### src/rtl/mac_lane_accum.sv
// Multi-lane multiply-accumulate engine: unsigned features times signed weights,
// accumulated per job with saturation, followed by a bias add, optional ReLU and a result handshake.
`timescale 1ns/1ps
module mac_lane_accum #(
  parameter int LANES  = 4,
  parameter int DW     = 8,
  parameter int BIAS_W = 9,
  parameter int ACC_W  = 26,
  parameter int LEN_W  = 10
) (
  input  logic                  clk,
  input  logic                  rstn,
  input  logic                  start,
  input  logic [LEN_W-1:0]      len,
  input  logic [BIAS_W-1:0]     bias,
  input  logic                  relu_en,
  input  logic                  flush,
  input  logic                  in_valid,
  output logic                  in_ready,
  input  logic [LANES*DW-1:0]   input_feature,
  input  logic [LANES*DW-1:0]   weight,
  input  logic [LANES-1:0]      lane_en,
  output logic [ACC_W-1:0]      result,
  output logic                  out_valid,
  input  logic                  out_ready,
  output logic                  sat,
  output logic                  busy
);

  localparam int PW = 2*DW + 1;
  // One guard bit beyond the lane-count growth keeps the beat sum wider than a single product.
  localparam int SW = PW + $clog2(LANES) + 1;

  localparam logic [ACC_W-1:0] ACC_MAX = {1'b0, {(ACC_W-1){1'b1}}};
  localparam logic [ACC_W-1:0] ACC_MIN = {1'b1, {(ACC_W-1){1'b0}}};

  typedef enum logic [2:0] {
    S_IDLE,
    S_RUN,
    S_DRAIN,
    S_BIAS,
    S_OUT
  } state_t;

  state_t             r_state;
  state_t             w_next;

  logic [LEN_W-1:0]   r_rem;
  logic [BIAS_W-1:0]  r_bias;
  logic               r_relu;
  logic               r_s1_v;
  logic [SW-1:0]      r_s1_sum;
  logic [ACC_W-1:0]   r_acc;
  logic               r_sat;
  logic [ACC_W-1:0]   r_result;

  logic [PW-1:0]      w_feat_ext [LANES];
  logic [PW-1:0]      w_wt_ext   [LANES];
  logic [PW-1:0]      w_prod     [LANES];
  logic [SW-1:0]      w_beat_sum;
  logic               w_accept;

  logic [ACC_W:0]     w_acc_ext;
  logic               w_acc_ovf;
  logic [ACC_W-1:0]   w_acc_next;
  logic [ACC_W:0]     w_bias_ext;
  logic               w_bias_ovf;
  logic [ACC_W-1:0]   w_bias_sat;
  logic [ACC_W-1:0]   w_final;

  assign in_ready  = (r_state == S_RUN) && (r_rem != '0) && !flush;
  assign w_accept  = in_valid && in_ready;
  assign busy      = (r_state != S_IDLE);
  assign out_valid = (r_state == S_OUT);
  assign result    = r_result;
  assign sat       = r_sat;

  // Zero-extend features, sign-extend weights; the low PW bits of the product are the signed result.
  always_comb begin
    // NOTE: every combinational output gets a default first so no path leaves it unassigned (no latch).
    w_beat_sum = '0;
    for (int i = 0; i < LANES; i++) begin
      w_feat_ext[i] = {{(PW-DW){1'b0}}, input_feature[i*DW +: DW]};
      w_wt_ext[i]   = {{(PW-DW){weight[i*DW+DW-1]}}, weight[i*DW +: DW]};
      w_prod[i]     = lane_en[i] ? (w_feat_ext[i] * w_wt_ext[i]) : '0;
      w_beat_sum    = w_beat_sum + {{(SW-PW){w_prod[i][PW-1]}}, w_prod[i]};
    end
  end

  // Overflow is detected by the extra sign bit disagreeing with the result sign.
  always_comb begin
    w_acc_ext  = {r_acc[ACC_W-1], r_acc} + {{(ACC_W+1-SW){r_s1_sum[SW-1]}}, r_s1_sum};
    w_acc_ovf  = (w_acc_ext[ACC_W] != w_acc_ext[ACC_W-1]);
    w_acc_next = w_acc_ovf ? (w_acc_ext[ACC_W] ? ACC_MIN : ACC_MAX) : w_acc_ext[ACC_W-1:0];

    w_bias_ext = {r_acc[ACC_W-1], r_acc} + {{(ACC_W+1-BIAS_W){r_bias[BIAS_W-1]}}, r_bias};
    w_bias_ovf = (w_bias_ext[ACC_W] != w_bias_ext[ACC_W-1]);
    w_bias_sat = w_bias_ovf ? (w_bias_ext[ACC_W] ? ACC_MIN : ACC_MAX) : w_bias_ext[ACC_W-1:0];
    w_final    = (r_relu && w_bias_sat[ACC_W-1]) ? '0 : w_bias_sat;
  end

  always_comb begin
    w_next = r_state;
    unique case (r_state)
      S_IDLE:  if (start)        w_next = S_RUN;
      S_RUN:   if (r_rem == '0)  w_next = S_DRAIN;
      S_DRAIN: if (!r_s1_v)      w_next = S_BIAS;
      S_BIAS:                    w_next = S_OUT;
      S_OUT:   if (out_ready)    w_next = S_IDLE;
      default:                   w_next = S_IDLE;
    endcase
    if (flush) w_next = S_IDLE;
  end

  // NOTE: state registers use non-blocking assignments so every flop samples pre-edge values.
  always_ff @(posedge clk or negedge rstn) begin
    if (!rstn) r_state <= S_IDLE;
    else       r_state <= w_next;
  end

  always_ff @(posedge clk or negedge rstn) begin
    if (!rstn) begin
      r_rem    <= '0;
      r_bias   <= '0;
      r_relu   <= 1'b0;
      r_s1_v   <= 1'b0;
      r_s1_sum <= '0;
      r_acc    <= '0;
      r_sat    <= 1'b0;
      r_result <= '0;
    end else if (flush) begin
      r_rem  <= '0;
      r_s1_v <= 1'b0;
      r_acc  <= '0;
      r_sat  <= 1'b0;
    end else begin
      r_s1_v <= w_accept;
      if (w_accept) begin
        r_s1_sum <= w_beat_sum;
        r_rem    <= r_rem - 1'b1;
      end

      if (r_s1_v) begin
        r_acc <= w_acc_next;
        if (w_acc_ovf) r_sat <= 1'b1;
      end

      if (r_state == S_BIAS) begin
        r_result <= w_final;
        if (w_bias_ovf) r_sat <= 1'b1;
      end

      if ((r_state == S_IDLE) && start) begin
        r_rem  <= len;
        r_bias <= bias;
        r_relu <= relu_en;
        r_acc  <= '0;
        r_sat  <= 1'b0;
      end
    end
  end

endmodule

### config.mk
export PLATFORM = sky130hd
export DESIGN_NAME = mac_lane_accum
export DESIGN_NICKNAME = d
export VERILOG_FILES = /design/src/rtl/mac_lane_accum.sv
export SDC_FILE = /design/constraint.sdc
export NUM_CORES = 1
export LEC_CHECK = 0
export BUFFER_PORTS_ARGS = -buffer_cell sky130_fd_sc_hd__buf_4
export CAP_MARGIN = 20
export CORE_MARGIN = 5
export CORE_UTILIZATION = 64
export CTS_CLUSTER_SIZE = 16
export DETAILED_ROUTE_END_ITERATION = 10
export PLACE_DENSITY = 0.89
export SLEW_MARGIN = 25
export SYNTH_ARGS = -nofsm -noshare
export SYNTH_HDL_FRONTEND = slang
export SYNTH_SLANG_ARGS = --single-unit
### constraint.sdc
create_clock -name clk -period 4.3 [get_ports clk]
set_clock_uncertainty 0.2 [all_clocks]
set_input_delay 0.86 -clock clk [delete_from_list [all_inputs] [get_ports clk]]
set_output_delay 0.86 -clock clk [all_outputs]
set_load 0.1 [all_outputs]
======== Yosys cells after proc, flatten, opt, wreduce, memory -nomap -nowiden ========
Index checks and enable logic that the tools add are counted.
storage, ports and cells
  output and inout bits ................... 30
  bits of input ports ..................... 94
  bits in registers ....................... 97
operators by class
  multiply operators ...................... 4
  bitwise gates (word level) .............. 1
  equal/unequal tests ..................... 10
  mux-type cells .......................... 28
  reductions and logical operators ........ 16
  add/sub/neg operators ................... 6
operators by type and width
  operator               count
  $mux 26                8
  $mul 9x8->17           4
  $mux 17                4
  $mux 10                3
  $add 26x20->27         1
  $add 26x9->27          1
  $add 19x17->20         1
  $add 18x17->19         1
  $add 17x17->18         1
  $mux 3                 5
  $pmux 3 s5             1
  $logic_not 10->1       1
  $reduce_bool 10->1     1
  $sub 10x1->10 const B  1
  $reduce_bool 3->1      3
  $mux 1                 7
  $eq 3x2->1 const B     2
  $ne 3x2->1 const B     2
  $ne 3x3->1 const B     2
  $reduce_and 2->1       3
  $logic_and 1x1->1      5
  $reduce_and 4->1       1
  $eq 3x1->1 const B     1
  $eq 3x3->1 const B     1
  4 further kinds        5

======== Logic depth before layout (Yosys ltp) ========
  depth in word-level cells ............... 8
  gate-level depth with buffers ........... 31
  gate-level depth less buffers ........... 31

======== Least setup slack after synthesis ========
No wires, ideal clock.
  kind .................................... input-to-reg
  start point ............................. input port weight[23]
  end point ............................... register r_s1_sum[18]
  arrival ................................. 6.898 ns
  setup time .............................. 0.133 ns
  setup slack ............................. -2.931 ns
  required time ........................... 3.967 ns
  stages .................................. 27
  path through ............................ inv_1 -> fa_1 -> fa_1 -> inv_1 -> fa_1 -> inv_1 -> fa_1 -> inv_1 -> ha_1 -> inv_1 -> o21ai_0 -> a21oi_1 -> xnor2_1 -> and2_1 -> fa_1 -> inv_1 -> fa_1 -> inv_1 -> ha_1 -> and2_1 -> a22o_1 -> a311oi_1 -> a21oi_1 -> a21o_1 -> a221o_1 -> xnor2_1 -> o21ai_0
on the way
  longest elaborated chain between the ends .. 4
RTL lines
  item                    RTL line  source
  start: declaration      21        input logic [LANES*DW-1:0] weight,
  $mul 9x8->17            85        w_prod[i] = lane_en[i] ? (w_feat_ext[i] * w_wt_ext[i]) : '0;
  $mux 17                 85
  $add 18x17->19          86        w_beat_sum = w_beat_sum + {{(SW-PW){w_prod[i][PW-1]}}, w_prod[i]};
  $add 19x17->20          86
  end signal: assignment  139       r_s1_sum <= w_beat_sum;
  end: declaration        52        logic [SW-1:0] r_s1_sum;
No other way between the ends.
A chain may end at the register's enable or synchronous reset.

======== Worst setup path after layout ========
  start point ............................. input port weight[31]
  end point ............................... register r_s1_sum[18]
on the way
  longest elaborated chain between the ends .. 3
RTL lines
  item            RTL line
  $mul 9x8->17    85
  $mux 17         85
  $add 19x17->20  86
No other way between the ends.

==> key figures <==
Clock network
  – Clk slew on worst S/H paths: 0.07 ns
  – Clk sinks: 97
  – CTS Buf Count: 9
  – H-Tree Depth: 3
  – CTS tree: built
  – Root Driver: clkbuf_16
  – Clk buf depth: 2
  – Clock Latency Late Sink: ~0.35 ns
  – Hold buffer count at CTS: 0

Cells and area
  – Layout cell share with drive strength beyond 1: 0.261
  – Finished Layout Cells: 2,784
  – Post-Layout Inst Area: between 20,000 and 25,000 um^2
  – Ant diodes: 0
  – Fill count: 1,512
  – Total Nets Final: ~2,900
  – Area Growth Syn to Fin: 26.2%

Routing
  – Wire per inst: 19.5 um
  – DRT antenna net count: 0
  – Drt first pass iters: 8
  – DR iter-0 viols: 1,513
  – Drt via density: ~6.1
  – Routed wire length: between 50 and 60 mm
  – Vias: roughly 17,000
  – DR DRC count: 0

Critical path
  – R2R cell count: 9
  – Reg2reg end: result[16]
  – Worst Path Required: 4.32 ns
  – Worst EP arrival: around 7.4 ns
  – CP startpoint: weight[31]
  – Reg2reg start: r_bias[8]
  – Critical Path End: r_s1_sum[18]
  – R2R Setup Slk: ~0.34 ns
  – CP startpoint kind: primary input
  – Worst Setup End Kind: flip-flop
  – Worst-path fanout max: 5
  – CP Class: in2reg

Logic synthesis
  – Syn Area/Cell: approximately 8.5 um^2
  – Synth Warn #: 0
  – Mapped Cells: approximately 2,100
  – Area leader, netlist: fa_1
  – EDFF count, synth: 0
  – Async S/R FF share, synth: 1.00
  – Seq/Total Area, Yosys: 0.137
  – Yosys reg bits: 97
  – Syn nets: between 2,000 and 3,000
  – Number of distinct library cells after synthesis: 88
  – Prevailing post-synth register cell: dfrtp_1
  – Mapped Area: between 15,000 and 20,000 um^2
  – Top-area cell type share of the netlist area: 0.209
  – Commonest cells post-synth: inv_1, ha_1, nand2_1
  – Most numerous cell in the Yosys netlist: inv_1
  – Synth top area cells: fa_1, ha_1, dfrtp_1, inv_1, and2_1

Timing
  – Slew @ Worst Pin: ~0.71 ns
  – Slew headroom: 0.528
  – Max Slew Vio Count: 0
  – Final Hold Viols: 0
  – RSZ-0062 raised after global routing: yes
  – Post-layout minimum cycle time: ~7.3 ns
  – Fin worst setup slack: -3.05 ns
  – Setup-failing EPs final: 17
  – Final period utilization: 1.71
  – Achievable Freq: 0.136 GHz

Pwr
  – Net Sw Frac: 0.506
  – PwrDens: around 860 nW/um^2
  – Worst IR drop on VDD: around 1400 uV
  – Lkg Pwr: 11.2 nW
  – Part of the power in combinational logic: 0.881
  – Net Switching: between 9 and 10 mW
  – Clock Power Share: 0.044
  – Internal power: between 9 and 10 mW
  – Reg power frac: 0.076
  – Tot Pwr: 19.3 mW

Global route
  – Largest net degree at the start of global routing: 35
  – Global route total overflow: 0
  – Initial antenna violation count: 1
  – First-pass GRT wire length: a little over 80 mm
  – Number of global-route vias before repair: between 15,000 and 20,000
  – Tot GR Track Use: 0.312

Placement
  – Port bufs: ~120
  – HPWL after DPL: about 38 mm
  – DP Area: between 20,000 and 25,000 um^2
  – Cell count after placement: around 2,800
  – GPL Wtd Cong: 0.915

Floorplan
  – Ports: between 100 and 150
  – Die Y: ~180 um
  – Core Box Area: ~27,000 um^2
  – DIE WIDTH: between 150 and 200 um
  – Initial Utilization: 0.653
  – Die Area: a little over 30,000 um^2
  – Row cnt: 60

Status
  – Failing checks: negative setup slack
  – Outcome: finished with violations

Worst hold path
  – Hold Path Class: in2async

Run
  – Max cap viols: 0
## per-stage QoR
step	setup TNS [ns]	hold WS (ns)	util	setup WS [ns]
after floorplan	-28.88	0.252	-	-2.57
after global placement	-36.60	0.263	0.770	-2.84
after detailed placement	-38.95	0.270	0.770	-3.06
after CTS	-31.55	0.247	0.804	-2.53
after global routing	-37.84	0.263	0.823	-3.10
final	-36.75	0.244	0.823	-3.05
## per-layer routing
| metal | global-route usage | vias to the layer above | part of all wire |
|---|---|---|---|
| li1 | - | 7572 | - |
| met1 | 0.347 | 8189 | 0.36 |
| met2 | 0.587 | 920 | 0.51 |
| met3 | 0.0336 | 327 | 0.063 |
| met4 | 0.156 | 2 | 0.070 |
| met5 | 0 | - | 0.00024 |
## power by group through the flow
stage                     clock (mW)  sequential [mW]  combinational [mW]
after floorplan                    0             2.01                8.55
final                          0.849             1.46                17.0
after global routing           0.888             1.49                17.9
after global placement             0             1.44                12.4
after detailed placement           0             1.47                13.1
after CTS                      0.848             1.45                14.3
## registers in the layout, indices dropped and copies added (netlist names)
register,cells
r_acc,26
result,26
r_s1_sum,20
r_rem,10
r_bias,9
r_state,3
r_relu,1
r_s1_v,1
sat,1
## worst min-delay path by stage
stage	start	end	slack, ns	depth (start not counted)
detailed placement	result[25]	result[25]	0.27	2
CTS	rstn	r_state[2]	0.25	1
global placement	result[25]	result[25]	0.26	2
floorplan	r_s1_sum[4]	r_s1_sum[4]	0.25	2
finish	rstn	r_state[0]	0.24	1
global route	rstn	r_state[2]	0.26	1
## final cells by class
cell class	instances	area, um^2	share of cell area
timing repair buffer	346	2810	0.126
multi-input combinational	1627	15100	0.675
sequential	97	2430	0.109
tap	372	465	0.0209
inverter	326	1240	0.0554
clock inverter	6	73.8	0.00331
clock buffer	10	239	0.0107
## logic make-up after synthesis
group | share of synthesized area
XOR/XNOR | 0.0436
adder cells (fa/ha/maj) | 0.382
multiplexers | 0.0104
AO/OA/AOI/OAI | 0.147
AND/OR/NAND/NOR | 0.199
buffers and inverters | 0.0803
flip-flops | 0.137
## worst max-delay path, cell delays in order
cell	delay [ns]
buf_8	0.08
clkinvlp_4	0.15
nor2_4	0.14
fa_1	0.49
fa_1	0.55
fa_1	0.56
inv_2	0.06
fa_1	0.42
inv_1	0.13
ha_2	0.30
or3_1	0.39
o211ai_1	0.13
buf_4	0.18
o21ai_2	0.08
buf_4	0.15
a31oi_2	0.22
mux2i_1	0.27
fa_1	0.45
inv_1	0.10
fa_1	0.44
inv_2	0.09
ha_4	0.22
a21oi_1	0.21
o21ai_0	0.13
a221o_1	0.32
xnor2_1	0.17
o21ai_1	0.08
## layout by cell type (no fill, tap or decap), drive strengths merged, types with 7 or more instances in the layout
master | Yosys | routed
xor2 | 29 | 29
a21oi | 95 | 95
fa | 185 | 185
dfrtp | 97 | 97
nor2 | 107 | 107
and3 | 12 | 12
a31oi | 14 | 14
nor3 | 38 | 38
a21o | 37 | 37
nand4 | 9 | 9
o31ai | 7 | 7
o21ai | 113 | 113
o211ai | 13 | 13
inv | 326 | 325
nor2b | 11 | 11
a211oi | 22 | 22
clkbuf | 18 | 10
xnor2 | 59 | 59
mux2 | 11 | 11
and2 | 191 | 191
o21a | 14 | 14
o21bai | 14 | 14
a21boi | 7 | 7
or3 | 16 | 16
buf | 18 | 346
nand2 | 225 | 225
nand2b | 33 | 33
ha | 244 | 244
nand3 | 21 | 21
## timing repair
| action | CTS | global route |
|---|---|---|
| pin swaps | 98 | 87 |
| gates resized for setup | 145 | 111 |
| setup endpoints to repair | 17 | 18 |
| buffers inserted | 11 | 12 |
Power figures use the tool's default switching activity.
